### config.mk
export PLATFORM = sky130hd
export DESIGN_NAME = alu_cdb_stage
export DESIGN_NICKNAME = d
export VERILOG_FILES = /design/src/rtl/alu_cdb_stage.sv
export SDC_FILE = /design/constraint.sdc
export NUM_CORES = 1
export LEC_CHECK = 0
export CELL_PAD_IN_SITES_DETAIL_PLACEMENT = 0
export CELL_PAD_IN_SITES_GLOBAL_PLACEMENT = 2
export CORE_ASPECT_RATIO = 1.25
export CORE_MARGIN = 2
export CORE_UTILIZATION = 48
export CTS_BUF_LIST = sky130_fd_sc_hd__clkbuf_2
export CTS_CLUSTER_DIAMETER = 30
export DETAILED_ROUTE_END_ITERATION = 10
export PLACE_DENSITY_LB_ADDON = 0.1
export SLEW_MARGIN = 20
export SYNTH_ARGS = -nofsm -noshare
export SYNTH_HDL_FRONTEND = slang
export SYNTH_SLANG_ARGS = --single-unit
export TNS_END_PERCENT = 50
### constraint.sdc
create_clock -name clk -period 4.8 [get_ports clk]
set_input_delay 0.72 -clock clk [delete_from_list [all_inputs] [get_ports clk]]
set_output_delay 0.72 -clock clk [all_outputs]
set_load 0.02 [all_outputs]
### src/rtl/alu_cdb_stage.sv
// ALU result FIFO and CDB broadcast stage with JAL/JALR redirect.
// Define ALU_CDB_BYPASS_EN to let results skip an empty FIFO when a grant is already present.
module alu_cdb_stage #(
  parameter int unsigned DATA_W  = 32,
  parameter int unsigned ADDR_W  = 32,
  parameter int unsigned TAG_W   = 4,
  parameter int unsigned RSNUM_W = 2,
  parameter int unsigned DEPTH   = 4
) (
  input  logic               clk,
  input  logic               rst,
  input  logic               flush,
  input  logic               alu_valid,
  input  logic [RSNUM_W-1:0] alu_rsnum,
  input  logic [TAG_W-1:0]   alu_tag,
  input  logic [DATA_W-1:0]  alu_data,
  input  logic [ADDR_W-1:0]  alu_offset,
  input  logic               alu_pc_valid,
  output logic               alu_ready,
  output logic               cdb_req,
  input  logic               cdb_grant,
  output logic               cdb_valid,
  output logic [RSNUM_W-1:0] cdb_rsnum,
  output logic [TAG_W-1:0]   cdb_tag,
  output logic [DATA_W-1:0]  cdb_data,
  output logic               redirect_valid,
  output logic [ADDR_W-1:0]  redirect_pc
);

  localparam int unsigned PTR_W = $clog2(DEPTH);
  localparam int unsigned CNT_W = PTR_W + 1;
  localparam logic [CNT_W-1:0] CntFull = CNT_W'(DEPTH);

  logic [RSNUM_W-1:0] rsnum_mem  [DEPTH];
  logic [TAG_W-1:0]   tag_mem    [DEPTH];
  logic [DATA_W-1:0]  data_mem   [DEPTH];
  logic [ADDR_W-1:0]  offset_mem [DEPTH];
  logic               pcv_mem    [DEPTH];

  logic [PTR_W-1:0] rd_ptr_q, rd_ptr_d;
  logic [PTR_W-1:0] wr_ptr_q, wr_ptr_d;
  logic [CNT_W-1:0] count_q, count_d;

  logic               valid_q, valid_d;
  logic [RSNUM_W-1:0] rsnum_q, rsnum_d;
  logic [TAG_W-1:0]   tag_q, tag_d;
  logic [DATA_W-1:0]  data_q, data_d;
  logic               redir_q, redir_d;
  logic [ADDR_W-1:0]  redir_pc_q, redir_pc_d;

  logic tag_ok, empty, push, pop, bypass;

  // Tag 0 is tagFree: such results never enter the FIFO or the bus.
  assign tag_ok    = alu_valid && (alu_tag != '0);
  assign empty     = (count_q == '0);
  assign alu_ready = (count_q != CntFull);

`ifdef ALU_CDB_BYPASS_EN
  assign bypass  = empty && tag_ok && cdb_grant;
  assign cdb_req = !empty || tag_ok;
`else
  assign bypass  = 1'b0;
  assign cdb_req = !empty;
`endif

  // Queued entries always win the grant over a bypass.
  assign pop  = cdb_req && cdb_grant && !empty;
  assign push = tag_ok && alu_ready && !bypass;

  always_comb begin
    rd_ptr_d = rd_ptr_q;
    wr_ptr_d = wr_ptr_q;
    count_d  = count_q;
    if (pop) begin
      rd_ptr_d = rd_ptr_q + PTR_W'(1);
    end
    if (push) begin
      wr_ptr_d = wr_ptr_q + PTR_W'(1);
    end
    unique case ({push, pop})
      2'b10:   count_d = count_q + CNT_W'(1);
      2'b01:   count_d = count_q - CNT_W'(1);
      default: count_d = count_q;
    endcase
  end

  always_comb begin
    valid_d    = 1'b0;
    rsnum_d    = '0;
    tag_d      = '0;
    data_d     = '0;
    redir_d    = 1'b0;
    redir_pc_d = '0;
    if (pop) begin
      valid_d    = 1'b1;
      rsnum_d    = rsnum_mem[rd_ptr_q];
      tag_d      = tag_mem[rd_ptr_q];
      data_d     = data_mem[rd_ptr_q];
      redir_d    = pcv_mem[rd_ptr_q];
      redir_pc_d = pcv_mem[rd_ptr_q] ? offset_mem[rd_ptr_q] : '0;
    end else if (bypass) begin
      valid_d    = 1'b1;
      rsnum_d    = alu_rsnum;
      tag_d      = alu_tag;
      data_d     = alu_data;
      redir_d    = alu_pc_valid;
      redir_pc_d = alu_pc_valid ? alu_offset : '0;
    end
  end

  always_ff @(posedge clk) begin
    if (!rst || flush) begin
      rd_ptr_q   <= '0;
      wr_ptr_q   <= '0;
      count_q    <= '0;
      valid_q    <= 1'b0;
      rsnum_q    <= '0;
      tag_q      <= '0;
      data_q     <= '0;
      redir_q    <= 1'b0;
      redir_pc_q <= '0;
    end else begin
      rd_ptr_q   <= rd_ptr_d;
      wr_ptr_q   <= wr_ptr_d;
      count_q    <= count_d;
      valid_q    <= valid_d;
      rsnum_q    <= rsnum_d;
      tag_q      <= tag_d;
      data_q     <= data_d;
      redir_q    <= redir_d;
      redir_pc_q <= redir_pc_d;
    end
  end

  // Storage needs no reset; occupancy is tracked by the pointers and count.
  always_ff @(posedge clk) begin
    if (rst && !flush && push) begin
      rsnum_mem[wr_ptr_q]  <= alu_rsnum;
      tag_mem[wr_ptr_q]    <= alu_tag;
      data_mem[wr_ptr_q]   <= alu_data;
      offset_mem[wr_ptr_q] <= alu_offset;
      pcv_mem[wr_ptr_q]    <= alu_pc_valid;
    end
  end

  assign cdb_valid      = valid_q;
  assign cdb_rsnum      = rsnum_q;
  assign cdb_tag        = tag_q;
  assign cdb_data       = data_q;
  assign redirect_valid = redir_q;
  assign redirect_pc    = redir_pc_q;

endmodule

# ---- Yosys cells after proc, flatten, opt, wreduce, memory -nomap -nowiden
# Memory sizes are Yosys's and may differ from the RTL's. A register that Yosys moved wholly into a read port is not among the register bits.
# Cells that the tools add are included.
dict set report word_totals {
  regBits 9
  ramBits 284
  out_inout_bits 74
  word_cells 40
  n_memories 5
}
# name depth word_bits rd rd_ports_with_merged_regs write_ports line
set memory_table {}
lappend memory_table {data_mem 4 32 1 1 1 36} ;# logic [DATA_W-1:0] data_mem [DEPTH];
lappend memory_table {offset_mem 4 32 1 1 1 37} ;# logic [ADDR_W-1:0] offset_mem [DEPTH];
lappend memory_table {tag_mem 4 4 1 1 1 35} ;# logic [TAG_W-1:0] tag_mem [DEPTH];
lappend memory_table {rsnum_mem 4 2 1 1 1 34} ;# logic [RSNUM_W-1:0] rsnum_mem [DEPTH];
lappend memory_table {pcv_mem 4 1 1 1 1 38} ;# logic pcv_mem [DEPTH];
dict set report classes {
  add_sub_neg 4
  eq_ne 3
  mux 6
  n_bitwise 2
  reduce_logical 15
}
# operator n
set ops {}
lappend ops {{$logic_and 1x1->1} 6}
lappend ops {{$pmux 3 s2} 1}
lappend ops {{$add 2x1->2 const B} 2}
lappend ops {{$mux 2} 2}
lappend ops {{$reduce_bool 4->1} 1}
lappend ops {{$add 3x1->3 const B} 1}
lappend ops {{$logic_not 1->1} 3}
lappend ops {{$logic_not 3->1} 1}
lappend ops {{$mux 1} 3}
lappend ops {{$ne 3x3->1 const B} 1}
lappend ops {{$reduce_or 3->1} 1}
lappend ops {{$sub 3x1->3 const B} 1}
lappend ops {{$eq 2x1->1 const B} 1}
lappend ops {{$eq 2x2->1 const B} 1}
lappend ops {{$not 1->1} 2}
lappend ops {{$reduce_bool 2->1} 1}
lappend ops {{$reduce_or 2->1} 1}
lappend ops {{$logic_or 1x1->1} 1}

# ---- Depth between registers and ports, before layout
dict set report depth {
  ltp_word 6
  depth_mapped 9
}

# ---- Worst setup path after synthesis
# No wires, ideal clock.
dict set report synth_timing {
  path_kind {input to register}
  start {input rst}
  end {memory data_mem[0][0] (enable)}
  setup_ns 0.437
  arrival_ns 3.026
  t_required_ns 4.363
  slack_ns 1.337
  path_stages 4
  n_path_buf 2
  cell_sequence {nor2b_1 -> clkbuf_1 -> clkbuf_1 -> and3_1}
}
dict set report synth_between {
  elab_chain_len 4
}
# element line
set synth_rtl {}
lappend synth_rtl {{from (decl)} 11} ;# input logic rst,
lappend synth_rtl {{$logic_and 1x1->1 (2 in a row)} 137} ;# if (rst && !flush && push) begin
lappend synth_rtl {{$mux 1} 137}
lappend synth_rtl {{$mux 1 (not written as such)} 140} ;# data_mem[wr_ptr_q] <= alu_data;
lappend synth_rtl {{to (decl)} 36}
# No other way between the ends.

# ---- Worst setup path in the final report
dict set report layout_timing {
  start {register count_q[2]}
  end {output alu_ready}
}
dict set report layout_between {
  elab_chain_len 1
}
# element line
set layout_rtl {}
lappend layout_rtl {{from (decl)} 42} ;# logic [CNT_W-1:0] count_q, count_d;
lappend layout_rtl {{from (signal assigned)} 125} ;# count_q <= count_d;
lappend layout_rtl {{$ne 3x3->1} 56} ;# assign alu_ready = (count_q != CntFull);
lappend layout_rtl {{to (decl)} 19} ;# output logic alu_ready,
# No other way between the ends.

==> out/metrics.csv <==
metric;value;unit
io pins;150;
Synth area leader;edfxtp_1;
worst r2r path cells;3;
Clock H-tree levels;3;
Seq cells post-synth;365;
# DRC;0;
Mapped Cells;584;
synth warn;0;
initial DRC count;315;
first-pass GRT wire length;37.6;mm
worst slew pin tran;1.07;ns
PD cells;360;mW/mm^2
CP max stage cell;clkdlybuf4s50_1;
CTS tree;done;
highest routed layer;met4;
initial antenna violation count;1;
Syn Std Cell Area;0.0128;mm^2
share of the synthesized area in the top cell type;66.4;%
Core ar.;0.0262;mm^2
Fmax achieved;327;MHz
Vias;6273;
CTS sink cnt;365;
critical path class;flip-flop to output port;
Post-Route WL;24.2;mm
final worst path period need;3.06;ns
Nets;881;
Clock transition at path regs;0.11;ns
Fillers;1990;
area of the multi-input gates;0.00248;mm^2
area occupied by registers;0.0102;mm^2
DRT met1 WL;9.78;mm
Async S/R FF share, synth;0;%
Mapped Nets;666;
GRT Total Usage;17.8;%
hold crit path type;input pin to flip-flop;
critical path depth;3;
die width;150;um
GRT overflow;0;
Max Slew Vio Count;0;
vias in the first global route;6967;
Std-Cell Rows;66;
CTS Hold Buffers Added;0;
Die Height;187;um
CP Data Required Time;4.08;ns
commonest cells in the netlist;edfxtp_1 (284), dfxtp_1 (81), and3_1 (42);
# port buffers;149;
crit path cell chain;nor3b_1 > inv_1 > clkdlybuf4s50_1;
Max-Cap Viols;0;
Seq/Total Area, Yosys;79.0;%
Distinct cells, synth;29;
gpl congestion;0.672;
most common cell in the netlist;edfxtp_1;
Lkg Pwr;5.32;nW
Hold Path Stages;1;
status;finished, final reports clean;
Worst setup SP type;flip-flop;
Critical Path End Type;output port;
largest net degree at the start of global routing;72;
CTS Buf Count;86;
Max-slew headroom;28.6;%
vias per cell;5.17;
hold slack;0.527;ns
Pwr Total;5.57;mW
critical path arrival;2.34;ns
CP max stage delay;0.57;ns
DP HPWL;13.5;mm
period utilisation layout;63.7;%
number of flops mapped to enable cells by yosys;284;
top cells by area, synth;edfxtp_1 (66%), dfxtp_1 (13%), mux4_2 (6.8%);
met3 wire len;1.36;mm
Area growth syn-to-layout;20.5;%
clock skew;0.0514;ns
Clock Latency Late Sink;0.82;ns
DR WL met2;12.8;mm
syn avg cell area;22.0;um^2
DR pass1 iterations;4;
Initial Util;49.1;%
Final Setup Violations;0;
CTS resizes;0;
Fin Setup TNS;0;ns
routed len/inst;20.0;um
CTS root buf;clkbuf_2;
Worst VDD drop;0.232;mV
Post-CTS Setup Bufs;0;
final hold vios;0;
worst path bufs/invs;2;
Top FF cell, synth;edfxtp_1;
share of layout cells above drive strength 1;22.9;%
antenna-violating nets left;0;
CTS Buffer Depth;3;
CP top delay family;buffers and inverters;
RSZ-0062 raised after global routing;no;
die footprint;0.0281;mm^2
CP max FO;6;
[cells by family after synthesis]
| logic type | count (synthesis) | share of synthesized area [%] |
|---|---|---|
| AO/OA/AOI/OAI | 10 | 0.545 |
| XOR/XNOR | 4 | 0.273 |
| adder cells (fa/ha/maj) | 6 | 0.643 |
| buffers and inverters | 38 | 1.93 |
| flip-flops | 365 | 79.0 |
| multiplexers | 71 | 13.4 |
| AND/OR/NAND/NOR | 90 | 4.22 |
[metal layers]
| layer | vias to the layer above | track usage, % |
|---|---|---|
| li1 | 2856 | - |
| met1 | 3217 | 20.6 |
| met2 | 175 | 31.2 |
| met3 | 25 | 5.37 |
| met4 | 0 | 5.91 |
| met5 | - | 0 |
[report_power, final]
group | internal (mW) | total, mW | switching (mW)
logic | 0.110 | 0.208 | 0.0977
clock network | 0.757 | 1.92 | 1.16
registers | 3.43 | 3.44 | 0.0150
[cells in the final DEF, fill, tap and decap left out, drive strengths merged, types with 2 or more instances in the layout]
cell type	netlist	layout
xor2	3	3
a21oi	3	3
nand3	2	2
nor2b	33	33
ha	5	5
nor2	7	7
clkdlybuf4s50	0	149
mux4	71	71
dfxtp	81	81
clkinv	0	18
o21ai	2	2
edfxtp	284	284
or3	2	2
clkbuf	13	138
buf	16	7
and3	42	42
inv	9	14
[worst register-to-register path, delay by kind of cell (launching register included)]
kind / cells / cell delay (ns)
buffers and inverters: 1 / 0.57
flip-flops: 1 / 0.99
multiplexers: 1 / 0.67
AND/OR/NAND/NOR: 1 / 0.15
[metrics by stage]
step	area, um^2	worst slack (ns)	utilization (%)	instances
floorplan	12800	1.34	-	584
global placement	14600	1.47	55.8	1047
detailed placement	14700	1.31	56.1	1051
CTS	15500	1.68	59.1	1212
global route	15500	1.48	59.1	1213
finish	15500	1.74	59.1	1213
[final timing paths]
| kind | slack [ns] | startpoint | end |
|---|---|---|---|
| setup reg to reg | 2.26 | rd_ptr_q[0] | redirect_pc[13] |
| hold reg to reg | 0.55 | wr_ptr_q[0] | wr_ptr_q[0] |
| hold / removal | 0.53 | alu_offset[7] | offset_mem[0][7] |
| setup / recovery | 1.74 | count_q[2] | alu_ready |
[sequential cells by signal, summed over array words and instances (netlist names), named ones only]
register / count
cdb_data: 32
cdb_rsnum: 2
cdb_tag: 4
cdb_valid: 1
count_q: 3
data_mem: 128
offset_mem: 128
pcv_mem: 4
rd_ptr_q: 2
redirect_pc: 32
redirect_valid: 1
rsnum_mem: 8
tag_mem: 16
wr_ptr_q: 2
[final cells by class]
| cell class | count | share of cell area [%] |
|---|---|---|
| Clock buffer | 138 | 4.46 |
| Timing Repair Buffer | 156 | 10.3 |
| Sequential cell | 365 | 65.6 |
| Antenna cell | 1 | 0.0162 |
| Clock inverter | 23 | 0.574 |
| Inverter | 9 | 0.218 |
| Tap cell | 340 | 2.75 |
| Multi-Input combinational cell | 181 | 16.0 |
Power figures use the tool's default switching activity.
